[src/rtl/crossing_wire_capture_pkg.sv]
// Shared types and constants for the toggle-qualified crossing-wire receiver.
package crossing_wire_capture_pkg;

  typedef enum logic {
    StPrime = 1'b0,
    StRun   = 1'b1
  } state_e;

  localparam int unsigned DropCntW          = 8;
  localparam int unsigned DefaultSyncStages = 2;

endpackage

[src/rtl/crossing_toggle_sync.sv]
// Multi-flop synchronizer for the source toggle line, cleared by synchronous reset.
module crossing_toggle_sync #(
  parameter int unsigned syncStages = 2
) (
  input  logic CLK,
  input  logic RST,
  input  logic STOGGLE,
  output logic syncOut
);

  logic [syncStages-1:0] chain_q;

  always_ff @(posedge CLK) begin
    if (RST) begin
      chain_q <= '0;
    end else begin
      chain_q <= {chain_q[syncStages-2:0], STOGGLE};
    end
  end

  assign syncOut = chain_q[syncStages-1];

endmodule

[src/rtl/crossing_wire_capture.sv]
// Destination-side receiver: syncs the toggle, detects events, holds one item for the consumer.
// Define CROSSING_CAPTURE_DROPCNT_EN to add the saturating DROPCNT output.
module crossing_wire_capture
  import crossing_wire_capture_pkg::*;
#(
  parameter int unsigned width      = 1,
  parameter int unsigned syncStages = DefaultSyncStages
) (
  input  logic                CLK,
  input  logic                RST,
  input  logic [width-1:0]    SVAL,
  input  logic                STOGGLE,
  output logic [width-1:0]    DGET,
  output logic                DRDY,
  input  logic                DEQ,
  output logic                OVERFLOW
`ifdef CROSSING_CAPTURE_DROPCNT_EN
  ,
  output logic [DropCntW-1:0] DROPCNT
`endif
);

  localparam int unsigned CntW = $clog2(syncStages + 1);

  logic             sync_out;
  logic             prev_q;
  state_e           state_q, state_d;
  logic [CntW-1:0]  cnt_q, cnt_d;
  logic [width-1:0] data_q, data_d;
  logic             rdy_q, rdy_d;
  logic             ovf_q, ovf_d;
  logic             evt;
  logic             drop;

  crossing_toggle_sync #(
    .syncStages(syncStages)
  ) u_sync (
    .CLK    (CLK),
    .RST    (RST),
    .STOGGLE(STOGGLE),
    .syncOut(sync_out)
  );

  // PRIME lets prev_q absorb whatever level the synchronizer settles to after reset.
  always_comb begin
    state_d = state_q;
    cnt_d   = cnt_q;
    evt     = 1'b0;
    unique case (state_q)
      StPrime: begin
        cnt_d = cnt_q + CntW'(1);
        if (cnt_q == CntW'(syncStages)) begin
          state_d = StRun;
        end
      end
      StRun: begin
        evt = sync_out ^ prev_q;
      end
    endcase
  end

  always_comb begin
    data_d = data_q;
    rdy_d  = rdy_q;
    ovf_d  = ovf_q;
    drop   = 1'b0;
    if (evt) begin
      if (rdy_q && !DEQ) begin
        drop  = 1'b1;
        ovf_d = 1'b1;
      end else begin
        data_d = SVAL;
        rdy_d  = 1'b1;
      end
    end else if (DEQ) begin
      rdy_d = 1'b0;
    end
  end

  always_ff @(posedge CLK) begin
    if (RST) begin
      state_q <= StPrime;
      cnt_q   <= '0;
      prev_q  <= 1'b0;
      data_q  <= '0;
      rdy_q   <= 1'b0;
      ovf_q   <= 1'b0;
    end else begin
      state_q <= state_d;
      cnt_q   <= cnt_d;
      prev_q  <= sync_out;
      data_q  <= data_d;
      rdy_q   <= rdy_d;
      ovf_q   <= ovf_d;
    end
  end

  assign DGET     = data_q;
  assign DRDY     = rdy_q;
  assign OVERFLOW = ovf_q;

`ifdef CROSSING_CAPTURE_DROPCNT_EN
  logic [DropCntW-1:0] drop_q, drop_d;

  always_comb begin
    drop_d = drop_q;
    if (drop && (drop_q != {DropCntW{1'b1}})) begin
      drop_d = drop_q + DropCntW'(1);
    end
  end

  always_ff @(posedge CLK) begin
    if (RST) begin
      drop_q <= '0;
    end else begin
      drop_q <= drop_d;
    end
  end

  assign DROPCNT = drop_q;
`else
  logic unused_drop;
  assign unused_drop = drop;
`endif

endmodule

[config.mk]
export PLATFORM = sky130hd
export DESIGN_NAME = crossing_wire_capture
export DESIGN_NICKNAME = d
export VERILOG_FILES = /design/src/rtl/crossing_wire_capture_pkg.sv /design/src/rtl/crossing_toggle_sync.sv /design/src/rtl/crossing_wire_capture.sv
export SDC_FILE = /design/constraint.sdc
export NUM_CORES = 1
export LEC_CHECK = 0
export ABC_AREA = 1
export CORE_AREA = 2 2 39 41
export DETAILED_ROUTE_END_ITERATION = 7
export DIE_AREA = 0 0 41 43
export PLACE_DENSITY = 0.47
export SYNTH_ARGS = -nofsm -noshare
export SYNTH_HDL_FRONTEND = slang
export SYNTH_SLANG_ARGS = --single-unit
[constraint.sdc]
create_clock -name CLK -period 1.1 [get_ports CLK]
set_clock_uncertainty 0.1 [all_clocks]
set_input_delay 0.11 -clock CLK [delete_from_list [all_inputs] [get_ports CLK]]
set_output_delay 0.11 -clock CLK [all_outputs]
set_load 0.03 [all_outputs]
==> results.py <==
metrics = {
    "critical_path": {
        "worstPathRequired_ns": 1.18,
        "critPathArrivalTime_ns": 1.06,
        "worstPathMaxFanout": 3,
        "cp-start-kind": "flip-flop",
        "critPathKind": "reg -> reg",
        "cp-end-kind": "flip-flop",
        "reg2reg_slack_ns": 0.13,
    },
    "clock_network": {
        "cts_setup_buffers": 0,
        "insertion_delay_ns": 0.25,
        "cts_tree": "done",
        "clkTransAtPathRegs_ns": 0.06,
        "cts_buffers": 3,
        "clock_sinks": 9,
        "h-tree-depth": 1,
        "cts_resized": 0,
        "cts_buffer_depth": 2,
        "cts_hold_buf": 0,
        "cts_root_buf": "clkbuf_4",
    },
    "sta": {
        "finalWorstPathRequiredPeriod_ns": 0.973,
        "worst_pin_slew_ns": 0.188,
        "fin_crit_sh_pct": 88.5,
        "rsz0062_at_grt": "no",
        "whs_ns": 0.271,
        "fmax_mhz": 1030,
        "hold_violations": 0,
        "finalSetupViolations": 0,
        "slew_headroom_pct": 87.4,
        "slew_violations": 0,
    },
    "placement": {
        "gp_congestion": 0.669,
        "hpwl_um": 443,
        "place_area_sq_um": 430,
        "port-buffer-count": 7,
    },
    "floorplanning": {
        "core_area_sq_um": 1380,
        "die_w_um": 41,
        "rows": 14,
        "pin_count": 8,
        "start_util_pct": 24.5,
        "dieArea_sq_um": 1760,
        "die_height_um": 43,
    },
    "min_path": {
        "hold_path_class": "in -> reg",
    },
    "global_route": {
        "gr-usage-all-layers_pct": 8.04,
        "grt_first_pass_wirelength_um": 897,
        "grt_antenna_before_repair": 0,
        "grt_pass1_vias": 242,
        "grt_max_degree": 6,
        "gr-total-overflow": 0,
    },
    "synth": {
        "synth_seq_area_share_pct": 53.1,
        "synth_fp_nets": 47,
        "synth-seq-cells": 9,
        "syn_area_sq_um": 339,
        "syn_area_per_cell_sq_um": 8.27,
        "synth_cell_type_count": 13,
        "synthCells": 41,
        "yosys_warnings": 0,
    },
    "power": {
        "powerDensity_nw_per_um2": 1680,
        "power_leakage_nw": 0.194,
        "peakVddDrop_mv": 0.458,
    },
    "final_layout": {
        "syn2layout_area_growth_pct": 34.7,
        "drive_gt1_share_pct": 28.3,
        "utilization_pct": 33.0,
        "final_cell_mix": "10 x nor2_1, 8 x dfxtp_1, 7 x inv_1",
        "diodes": 0,
        "mostFrequentLayoutCell": "nor2_1",
        "nets": 60,
        "final_cell_area_sq_um": 457,
    },
    "detailed_routing": {
        "via_per_inst": 3.87,
        "drc_errors": 0,
        "vias": 267,
        "drt-total-wl_um": 535,
        "drt_iter0_markers": 1,
        "drt-pass1-iter-count": 2,
        "route.detailed.wl_per_inst_um": 7.75,
        "ant_nets": 0,
    },
    "job": {
        "maxCapViolCount": 0,
    },
    "run_status": {
        "status": "complete, no violations",
    },
}
[registers in the layout, summed over array words and instances, names as in the netlist]
register	count
DGET	1
OVERFLOW	1
state_q	1
prev_q	1
u_sync.chain_q	2
cnt_q	2
DRDY	1
[cells by family (layout without fill, tap and decap cells)]
family                     after synthesis  after routing  synth area share (%)
and+or+nand+nor                         16             16                  23.3
DFF                                      9              9                  53.1
buffers and inverters                    9             21                  9.97
AOI/OAI and AO/OA                        6              6                  9.96
adders and majority gates                1              1                  3.69
[through the flow]
step                      worst slack, ns  setup TNS, ns  cells  total power, mW
after CTS                           0.111              0     69            0.789
after global routing               0.0306              0     69            0.831
after global placement            -0.0794        -0.0794     65            0.531
after detailed placement          -0.0700        -0.0728     65            0.535
after floorplan                    0.0877              0     41            0.492
final                               0.127              0     69            0.768
[worst max-delay path, stage by stage (launching register included)]
cell and delay, ns:
dfxtp_1 0.35, inv_1 0.05, ha_1 0.28, a21oi_1 0.13
[synth_stat cells (all sizes together)]
| master | number | area, sq um |
|---|---|---|
| nand2 | 3 | 13.8 |
| nor2 | 12 | 55.1 |
| nand3 | 1 | 10.0 |
| o21ai | 2 | 10.0 |
| ha | 1 | 12.5 |
| inv | 9 | 33.8 |
| a21oi | 4 | 23.8 |
| dfxtp | 9 | 180 |
[routing by layer]
layer	share of wire, %	wire length (um)	global-route usage, %
met1	44	237	9.68
met2	46	245	10.0
met3	6.9	37	1.57
met4	2.6	14	10.0
met5	0	0	0
[area by class of cell]
class | count | area (sq um)
fillers | 165 | 927
flip-flops and latches | 9 | 181
multi-input cells | 23 | 125
repair buffers | 8 | 70.1
inverters | 9 | 33.8
clock buffers | 4 | 26.3
well taps | 16 | 20.0
[power breakdown]
group / switching [mW] / internal, mW
Combinational: 0.0686 / 0.0597
Clock: 0.104 / 0.139
Sequential: 0.0266 / 0.370
[worst paths after layout]
check,startpoint,to,cells past startpoint
hold reg to reg,u_sync.chain_q[0],u_sync.chain_q[1],2
setup / recovery,cnt_q[0],cnt_q[1],3
hold / removal,STOGGLE,u_sync.chain_q[0],3
setup reg to reg,cnt_q[0],cnt_q[1],3
No activity file was read; power rests on OpenSTA's default activity.
